`config.mk`:
```
export PLATFORM = sky130hd
export DESIGN_NAME = vga_sync_tracker
export DESIGN_NICKNAME = d
export VERILOG_FILES = /design/src/rtl/vga_sync_tracker.sv
export SDC_FILE = /design/constraint.sdc
export NUM_CORES = 1
export LEC_CHECK = 0
export CAP_MARGIN = 20
export CORE_AREA = 2 2 118 120
export CTS_CLUSTER_DIAMETER = 150
export DETAILED_ROUTE_END_ITERATION = 10
export DIE_AREA = 0 0 120 122
export PLACE_DENSITY = 0.41
export SLEW_MARGIN = 15
export SYNTH_ARGS = -nofsm -noshare
export SYNTH_HDL_FRONTEND = slang
export SYNTH_SLANG_ARGS = --single-unit
```
`constraint.sdc`:
```
create_clock -name clk -period 3.77 [get_ports clk]
set_input_delay 0.377 -clock clk [delete_from_list [all_inputs] [get_ports clk]]
set_output_delay 0.377 -clock clk [all_outputs]
set_load 0.02 [all_outputs]
```
`src/rtl/vga_sync_tracker.sv`:
```
// Sink-side VGA timing recovery: rebuilds x/y position and lock state from h_sync/v_sync alone.
// Define VGA_SYNC_TRACKER_STATS_EN to add the measured line/frame length outputs.
module vga_sync_tracker #(
    parameter int unsigned H_VISIBLE  = 640,
    parameter int unsigned H_FP       = 16,
    parameter int unsigned H_SYNC     = 96,
    parameter int unsigned H_BP       = 48,
    parameter int unsigned V_VISIBLE  = 480,
    parameter int unsigned V_FP       = 10,
    parameter int unsigned V_SYNC     = 2,
    parameter int unsigned V_BP       = 33,
    parameter int unsigned LOCK_LINES = 4,
    parameter int unsigned MISS_LIMIT = 3
) (
    input  logic       clk,
    input  logic       reset,
    input  logic       pix_tick,
    input  logic       h_sync,
    input  logic       v_sync,
    output logic [9:0] x_pos,
    output logic [9:0] y_pos,
    output logic       de,
    output logic       locked,
    output logic       frame_start,
    output logic       sync_err
`ifdef VGA_SYNC_TRACKER_STATS_EN
    ,
    output logic [9:0] meas_h_total,
    output logic [9:0] meas_v_total
`endif
);

    localparam int unsigned H_TOTAL = H_VISIBLE + H_FP + H_SYNC + H_BP;
    localparam int unsigned V_TOTAL = V_VISIBLE + V_FP + V_SYNC + V_BP;

    localparam logic [9:0]  H_LAST   = 10'(H_TOTAL - 1);
    localparam logic [9:0]  V_LAST   = 10'(V_TOTAL - 1);
    localparam logic [9:0]  H_SS     = 10'(H_VISIBLE + H_FP);
    localparam logic [9:0]  V_SS     = 10'(V_VISIBLE + V_FP);
    localparam logic [9:0]  H_VIS    = 10'(H_VISIBLE);
    localparam logic [9:0]  V_VIS    = 10'(V_VISIBLE);
    localparam logic [10:0] WD_LIMIT = 11'(2 * H_TOTAL);
    localparam logic [3:0]  LOCK_N   = 4'(LOCK_LINES);
    localparam logic [3:0]  MISS_N   = 4'(MISS_LIMIT);

    typedef enum logic [1:0] {
        StSearch,
        StHTrack,
        StVTrack,
        StLocked
    } state_e;

    state_e      state_q, state_d;
    logic        h_prev_q, h_prev_d;
    logic        v_prev_q, v_prev_d;
    logic [9:0]  x_q, x_d;
    logic [9:0]  y_q, y_d;
    logic [3:0]  good_q, good_d;
    logic [3:0]  miss_q, miss_d;
    logic [3:0]  miss_inc;
    logic [10:0] wd_q, wd_d;

    logic        h_fall, v_fall;
    logic [9:0]  pred_x, pred_y;
    logic        h_match, v_match;
    logic        h_bad, v_bad;
    logic        fs_raw, err_raw;

    always_comb begin
        h_fall   = pix_tick & h_prev_q & ~h_sync;
        v_fall   = pix_tick & v_prev_q & ~v_sync;
        pred_x   = (x_q == H_LAST) ? 10'd0 : x_q + 10'd1;
        pred_y   = (pred_x != 10'd0) ? y_q : ((y_q == V_LAST) ? 10'd0 : y_q + 10'd1);
        h_match  = (pred_x == H_SS);
        v_match  = (pred_x == 10'd0) && (pred_y == V_SS);
        h_bad    = h_fall & ~h_match;
        v_bad    = v_fall & ~v_match;
        miss_inc = miss_q + 4'd1;
    end

    always_comb begin
        state_d  = state_q;
        h_prev_d = h_prev_q;
        v_prev_d = v_prev_q;
        x_d      = x_q;
        y_d      = y_q;
        good_d   = good_q;
        miss_d   = miss_q;
        wd_d     = wd_q;
        err_raw  = 1'b0;

        if (pix_tick) begin
            h_prev_d = h_sync;
            v_prev_d = v_sync;
            x_d      = h_fall ? H_SS : pred_x;
            y_d      = v_fall ? V_SS : pred_y;
            if (h_fall) begin
                wd_d = 11'd0;
            end else if (wd_q != 11'h7ff) begin
                wd_d = wd_q + 11'd1;
            end

            unique case (state_q)
                StSearch: begin
                    if (h_fall) begin
                        state_d = StHTrack;
                        good_d  = 4'd0;
                    end
                end
                StHTrack: begin
                    if (h_fall) begin
                        good_d = !h_match ? 4'd0 : ((good_q == 4'hf) ? good_q : good_q + 4'd1);
                    end
                    // Lock qualification uses this tick's line result as well.
                    if (v_fall && (good_d >= LOCK_N)) begin
                        state_d = StVTrack;
                    end
                end
                StVTrack: begin
                    if (h_bad) begin
                        state_d = StHTrack;
                        good_d  = 4'd0;
                    end else if (v_fall && v_match) begin
                        state_d = StLocked;
                        miss_d  = 4'd0;
                    end
                end
                StLocked: begin
                    if (h_bad || v_bad) begin
                        err_raw = 1'b1;
                        if (miss_inc >= MISS_N) begin
                            state_d = StSearch;
                            miss_d  = 4'd0;
                        end else begin
                            miss_d = miss_inc;
                        end
                    end else if (h_fall) begin
                        miss_d = 4'd0;
                    end
                end
                default: state_d = StSearch;
            endcase

            // Lost line sync overrides whatever the FSM decided this tick.
            if (wd_d >= WD_LIMIT) begin
                state_d = StSearch;
            end
        end

        fs_raw = pix_tick & (state_d == StLocked) & (x_d == 10'd0) & (y_d == 10'd0);
    end

    always_ff @(posedge clk) begin
        if (reset) begin
            state_q  <= StSearch;
            h_prev_q <= 1'b1;
            v_prev_q <= 1'b1;
            x_q      <= 10'd0;
            y_q      <= 10'd0;
            good_q   <= 4'd0;
            miss_q   <= 4'd0;
            wd_q     <= 11'd0;
        end else begin
            state_q  <= state_d;
            h_prev_q <= h_prev_d;
            v_prev_q <= v_prev_d;
            x_q      <= x_d;
            y_q      <= y_d;
            good_q   <= good_d;
            miss_q   <= miss_d;
            wd_q     <= wd_d;
        end
    end

    always_comb begin
        x_pos       = x_q;
        y_pos       = y_q;
        locked      = (state_q == StLocked);
        de          = locked && (x_q < H_VIS) && (y_q < V_VIS);
        frame_start = fs_raw & ~reset;
        sync_err    = err_raw & ~reset;
    end

`ifdef VGA_SYNC_TRACKER_STATS_EN
    logic [9:0] meas_h_q, meas_h_d;
    logic [9:0] meas_v_q, meas_v_d;
    logic [9:0] hcnt_q, hcnt_d;

    // The watchdog already counts ticks since the last h_fall, so it doubles as the line timer.
    always_comb begin
        meas_h_d = meas_h_q;
        meas_v_d = meas_v_q;
        hcnt_d   = hcnt_q;
        if (h_fall) begin
            meas_h_d = (wd_q >= 11'd1023) ? 10'd1023 : 10'(wd_q + 11'd1);
        end
        if (v_fall) begin
            meas_v_d = (hcnt_q == 10'd1023) ? hcnt_q : hcnt_q + {9'd0, h_fall};
            hcnt_d   = 10'd0;
        end else if (h_fall && (hcnt_q != 10'd1023)) begin
            hcnt_d = hcnt_q + 10'd1;
        end
    end

    always_ff @(posedge clk) begin
        if (reset) begin
            meas_h_q <= 10'd0;
            meas_v_q <= 10'd0;
            hcnt_q   <= 10'd0;
        end else begin
            meas_h_q <= meas_h_d;
            meas_v_q <= meas_v_d;
            hcnt_q   <= hcnt_d;
        end
    end

    assign meas_h_total = meas_h_q;
    assign meas_v_total = meas_v_q;
`endif

endmodule

```
==> results of run 1 <==
-- timing repair --
action / 4_1_cts / 5_1_grt
pin swaps: 1 / 1
setup buffers: 0 / 0
gates resized for setup: 3 / 4
endpoints found under the setup margin: 1 / 1
-- sequential cells by signal (all words and copies together), names as in the netlist --
| name | count |
|---|---|
| wd_q | 11 |
| h_prev_q | 1 |
| y_pos | 10 |
| v_prev_q | 1 |
| good_q | 4 |
| miss_q | 4 |
| x_pos | 10 |
| state_q | 2 |
-- cell type report --
cell class | instances | area [sq um] | area share
inverter | 12 | 45.0 | 0.0112
clock inverter | 1 | 7.51 | 0.00187
multi-input combinational | 335 | 2150 | 0.536
timing repair buffer | 67 | 568 | 0.142
clock buffer | 7 | 153 | 0.0381
tap | 180 | 225 | 0.0562
sequential | 43 | 862 | 0.215
-- cell usage in the layout (no fill, tap or decap), drive strengths merged, types with 5 or more instances in the layout --
cell	instances
nand2b	10
xor2	6
dfxtp	43
xnor2	8
nand3	27
and4	7
or3	6
mux2i	7
nand2	42
nand4	12
o21ai	21
nor2	41
a211oi	5
nor2b	7
buf	39
inv	12
ha	8
nand3b	5
clkbuf	8
nor4	7
a21oi	25
nor3	15
clkdlybuf4s50	27
a31oi	10
-- kinds of logic (layout without fill, tap and decap cells) --
logic type / count (synthesis) / after routing
AO/OA/AOI/OAI: 101 / 101
XOR/XNOR: 14 / 14
adder cells (fa/ha/maj): 10 / 10
buffers and inverters: 40 / 87
flip-flops: 43 / 43
multiplexers: 10 / 10
AND/OR/NAND/NOR: 200 / 200
-- power groups by stage --
stage                     logic (mW)  clock network [mW]  registers [mW]
after CTS                      0.184               0.499           0.486
after detailed placement       0.182                   0           0.496
after global placement         0.182                   0           0.496
after floorplan                0.107                   0           0.502
final                          0.182               0.480           0.486
after global routing           0.202               0.520           0.488
-- routing by layer --
metal  track usage  wire (microns)
met1         0.182            4700
met2         0.225            4430
met3        0.0365             350
met4        0.0456             158
met5             0               0
-- critical path, stage by stage (launching register included) --
cell and delay, ns:
dfxtp_1 0.40, or4b_4 0.61, o31a_4 0.14, o32ai_4 0.21, and4_4 0.39, o211ai_4 0.09, a22o_1 0.27, a211oi_2 0.28
and4_1 0.26, clkbuf_2 0.18
-- metrics by stage --
stage | util | total power, mW | setup TNS [ns] | hold WS, ns | worst slack, ns
2_1_floorplan | - | 0.610 | 0 | 0.464 | 0.585
3_3_place_gp | 0.284 | 0.678 | -0.0461 | 0.480 | -0.0461
3_5_place_dp | 0.284 | 0.678 | -0.125 | 0.485 | -0.125
4_1_cts | 0.296 | 1.17 | 0 | 0.493 | 0.0609
5_1_grt | 0.297 | 1.21 | 0 | 0.519 | 0.0596
6_report | 0.297 | 1.15 | 0 | 0.497 | 0.237
-- worst min-delay path by stage --
stage | startpoint | end | cells past startpoint
after floorplan | wd_q[10]$_SDFFE_PP0P_ | wd_q[10]$_SDFFE_PP0P_ | 2
final | miss_q[2]$_SDFFE_PP0P_ | miss_q[2]$_SDFFE_PP0P_ | 1
after detailed placement | miss_q[2]$_SDFFE_PP0P_ | miss_q[2]$_SDFFE_PP0P_ | 1
after global placement | miss_q[2]$_SDFFE_PP0P_ | miss_q[2]$_SDFFE_PP0P_ | 1
after global routing | miss_q[2]$_SDFFE_PP0P_ | miss_q[2]$_SDFFE_PP0P_ | 1
after CTS | miss_q[2]$_SDFFE_PP0P_ | miss_q[2]$_SDFFE_PP0P_ | 1
==> run metrics, run 1 <==
Initial Utilization 0.242; Synth top cells by count 43 x dfxtp_1, 42 x nand2_1, 40 x nor2_1; Main synth FF type dfxtp_1; Period minus WS final 3.53 ns; largest net degree at the start of global routing 37; Worst Skew approximately 0.011 ns; layout overhead on the synthesized area 22.8%; crit path to frame_start; initial antenna violation count 0; Buffers on Ports 28; filler instances between 1000 and 1500; share of layout cells above drive strength 1 0.151; final instance area about 4000 sq um; number of routed nets with antenna violations 0; maximum buffer depth of the clock tree 2; Syn Std Cell Area 3260 sq um; Synth area leader dfxtp_1; placed cell areas slightly below 4000 sq um; Yosys reg bits 43; pins over their slew limit 0; Mapped Avg Cell Area around 7.8 sq um; R2R depth 8; largest cells by area after synthesis dfxtp_1 26%, nand2_1 4.8%, nor2_1 4.6%; Ports 29; DR WL/cell ~15 microns; ANT cells 0; GPL Wtd Cong slightly above 0.8; Max-slew headroom 0.651; die extent in x ~120 microns; DR vias ~3200; Reg2Reg Launch Point x_pos[5]$_SDFF_PP0_; Final Hold Vio Count 0; Post-Synth Adder-Cell Area 0.0368; Cell variety after synth between 70 and 80; simple-gate portion of the synthesized area 0.328; period utilization 0.937; Arr. time, crit path about 3.2 ns; crit start category flop; status completed; CTS Sinks 43; Clk network pwr share 0.418; Post-Synth XOR/XNOR Area 0.0376; r2r setup slk about 1.2 ns; CP endpoint kind output port; count leader, synth dfxtp_1; fraction of registers with async set/reset 0; Num CTS Buffers 5; post-DR vias/cell ~5.0; Slew @ Worst Pin 0.519 ns; DR DRC count 0; register area share after synthesis 0.264; first-pass GRT wire length 16.2 mm; Mapped Cells 418; placed insts between 600 and 700; Comb power frac 0.159; DP Wirelength 7.16 mm; Synth top area share 0.264; Clock Latency Late Sink just over 0.3 ns; capturing point of the worst reg2reg path miss_q[3]$_SDFFE_PP0P_; Initial DRC Count about 170; routed wire length between 9 and 10 mm; drt first pass iters 5; post-synthesis mux area share 0.0318; Power per Cell Area ~290 nW/um^2; sw frac 0.277; Final setup viols 0; H-tree depth 2; leakage 1.43 nW; sequential share of power 0.423; grt ovf 0; root buf cell clkbuf_16; Die ar. 14600 sq um; Clock transition at path regs approximately 0.060 ns; crit path launch x_pos[5]$_SDFF_PP0_; CTS tree done; Pint 0.830 mW; switching pwr approximately 0.32 mW; Achievable Freq 0.283 GHz; # rows 43; synth warn 0; nets ~480; vias in the first global route 3106; RSZ-0062 raised after global routing false; Post-synth EDFFs 0; Setup CP Type flop to output port; CP required 3.39 ns; post-synthesis compound-gate area fraction 0.221; peak supply drop between 0.00015 and 0.0002 V; core area between 10000 and 15000 sq um; Hold WC Path Type flop to flop; largest family of logic cells by synthesized area simple AND/OR/NAND/NOR gates; die height around 120 microns; hold-fix buffers at CTS 0; Crit Path Max Fanout 11; syn_nets approximately 430; GRT Util Overall 0.140; max cap viols 0; Non-Filler Instances ~650
(Power assumes the default switching activity.)
==> run 2: changes to the inputs <==
Settings changed: CORE_AREA 2 2 118 120 to 2 2 84 86, DIE_AREA 0 0 120 122 to 0 0 86 88, PLACE_DENSITY 0.41 to 0.71.
==> run metrics, run 2 (synthesis gave the netlist of run 1 again) <==
status completed (unchanged); post-place setup slack -0.106 ns (was -0.125 ns); vias in the first global route 3029 (was 3106); commonest non-fill, non-tap cell in the layout nand2_1; Non-Filler Instances 534 (was 645); Initial DRC Count 222 (was 174); commonest cells after routing, fill and taps aside 42 x nand2_1, 40 x nor2_1, 39 x dfxtp_1, 30 x buf_4 (was 42 x nand2_1, 42 x dfxtp_1, 40 x nor2_1, 39 x buf_4, 27 x clkdlybuf4s50_1); Worst Slack Setup Final 0.168 ns (was 0.237 ns); post-DR vias/cell 6.08 (was 5.03); first-pass GRT wire length 13.9 mm (was 16.2 mm); nets 468 (was 477); die height 88 microns (was 122 microns); Period minus WS final 3.60 ns (was 3.53 ns); met3 Usage GRT 0.0368 (was 0.0365); Slew @ Worst Pin 0.509 ns (was 0.519 ns); largest net degree at the start of global routing 37 (unchanged); RSZ-0062 raised after global routing false (unchanged); CTS Sinks 43 (unchanged); Achievable Freq 0.278 GHz (was 0.283 GHz); Ports 29 (unchanged); Max-slew headroom 0.658 (was 0.651); placed cell areas 3630 sq um (was 3840 sq um); final hold slack 0.492 ns (was 0.497 ns); GRT Util Overall 0.226 (was 0.140); CP required 3.39 ns (about the same); Buffers on Ports 28 (unchanged); post-route setup TNS 0 ns (unchanged); core area 6640 sq um (was 13500 sq um); grt ovf 0 (unchanged); initial antenna violation count 0 (unchanged); share of layout cells above drive strength 1 0.134 (was 0.151); DR DRC count 0 (unchanged); hold path cells 1 (unchanged); met2 usage in global routing 0.370 (was 0.225); H-tree depth 2 (unchanged); Power per Cell Area 250 nW/um^2 (was 286 nW/um^2); maximum buffer depth of the clock tree 2 (unchanged); Top Family by Delay on Critical Path simple AND/OR/NAND/NOR gates (unchanged); CP endpoint kind output port (unchanged); Clock transition at path regs 0.08 ns (was 0.06 ns); die extent in x 86 microns (was 120 microns); final instance area 3750 sq um (was 4010 sq um); Crit Path Max Fanout 10 (was 11); DR vias 3249 (was 3245); Worst path slowest cell or4b_4 (unchanged); Num CTS Buffers 5 (unchanged); max cap viols 0 (unchanged); CP Depth 9 (unchanged); DP Wirelength 6.19 mm (was 7.16 mm); peak supply drop 0.000132 V (was 0.000155 V); R2R depth 10 (was 8); placed insts 525 (was 637); CTS tree done (unchanged); Arr. time, crit path 3.23 ns (was 3.16 ns); drt first pass iters 4 (was 5); ANT cells 0 (unchanged); Final Hold Vio Count 0 (unchanged); crit start category flop (unchanged); Clock Latency Late Sink 0.30 ns (was 0.31 ns); GRT Max-Usage Layer met2 (unchanged); number of routed nets with antenna violations 0 (unchanged); Initial Utilization 0.491 (was 0.242); crit-path max cell delay 0.58 ns (was 0.61 ns); Worst Skew 0.0115 ns (was 0.0111 ns); Die ar. 7570 sq um (was 14600 sq um); WP buf/inv 1 (unchanged); most flop-heavy register wd_q (unchanged); routed wire length 8.35 mm (was 9.65 mm); GPL Wtd Cong 0.935 (was 0.813); Hold WC Path Type flop to flop (unchanged); final core utilization 0.565 (was 0.297); leakage 1.37 nW (was 1.43 nW); critical-path cell list or4b_4 -> o31a_4 -> o32ai_4 -> and4_4 -> a31oi_1 -> or2_2 -> a41oi_1 -> and4_1 -> dlygate4sd2_1 (was or4b_4 -> o31a_4 -> o32ai_4 -> and4_4 -> o211ai_4 -> a22o_1 -> a211oi_2 -> and4_1 -> clkbuf_2); Setup CP Type flop to output port (unchanged); root buf cell clkbuf_8 (was clkbuf_16); Final setup viols 0 (unchanged); layout overhead on the synthesized area 15.1% (was 22.8%); filler instances 620 (was 1452); Tot Pwr 0.940 mW (was 1.15 mW); met1 GRT Util 0.304 (was 0.182); flip-flop count of the largest register after layout 11 (unchanged); DR WL/cell 15.6 microns (was 15.0 microns); period utilization 0.956 (was 0.937); # rows 30 (was 43); pins over their slew limit 0 (unchanged)
[run 2: changes by cell type in the layout (fill, tap and decap cells not counted), sizes merged]
cell / delta
clkdlybuf4s50: -1
dlymetal6s2s: +1
clkinvlp: -1
dlygate4sd2: +1
buf: -9
clkbuf: -2
[run 2: final timing paths]
check,startpoint,end,slack [ns]
worst min-delay path,miss_q[2]$_SDFFE_PP0P_,miss_q[2]$_SDFFE_PP0P_,0.49
worst max register to register,x_pos[4]$_SDFF_PP0_,miss_q[1]$_SDFFE_PP0P_,1.14
worst max-delay path,x_pos[5]$_SDFF_PP0_,frame_start,0.17
worst min register to register,miss_q[2]$_SDFFE_PP0P_,miss_q[2]$_SDFFE_PP0P_,0.49
[run 2: routing by layer]
metal / routed length [microns] / vias up
li1: - / 1604
met1: 3800 / 1534
met2: 3990 / 99
met3: 436 / 12
met4: 114 / 0
met5: 0 / -
[run 2: timing repair]
| item | in CTS | in global routing |
|---|---|---|
| setup buffers | 3 | 0 |
| endpoints found under the setup margin | 1 | 2 |
| hold buffers | 0 | 0 |
| cloned | 0 | 0 |
| pin swaps | 1 | 1 |
| resized for setup | 2 | 9 |
[run 2: area by class of cell]
cell class	instances	area [sq um]	area share
Clock buffer	6	72.6	0.0193
Inverter	12	45.0	0.0120
Multi-Input combinational cell	335	2160	0.576
Sequential cell	43	866	0.231
Tap cell	80	100	0.0267
Timing Repair Buffer	58	507	0.135
[run 2: where the power goes]
group,total [mW],switching (mW),internal (mW),leakage (nW)
clock network,0.280,0.156,0.124,0.0371
registers,0.488,0.0200,0.468,0.352
logic,0.173,0.0971,0.0758,0.986
[run 2: worst register-to-register path, stage by stage (launching register included)]
cell     delay [ns]
dfxtp_1        0.43
buf_4          0.20
nand4_4        0.15
or3_1          0.35
and4_1         0.28
and4_4         0.22
buf_4          0.15
a21oi_1        0.22
nor2_1         0.08
or3_1          0.35
a21oi_1        0.14
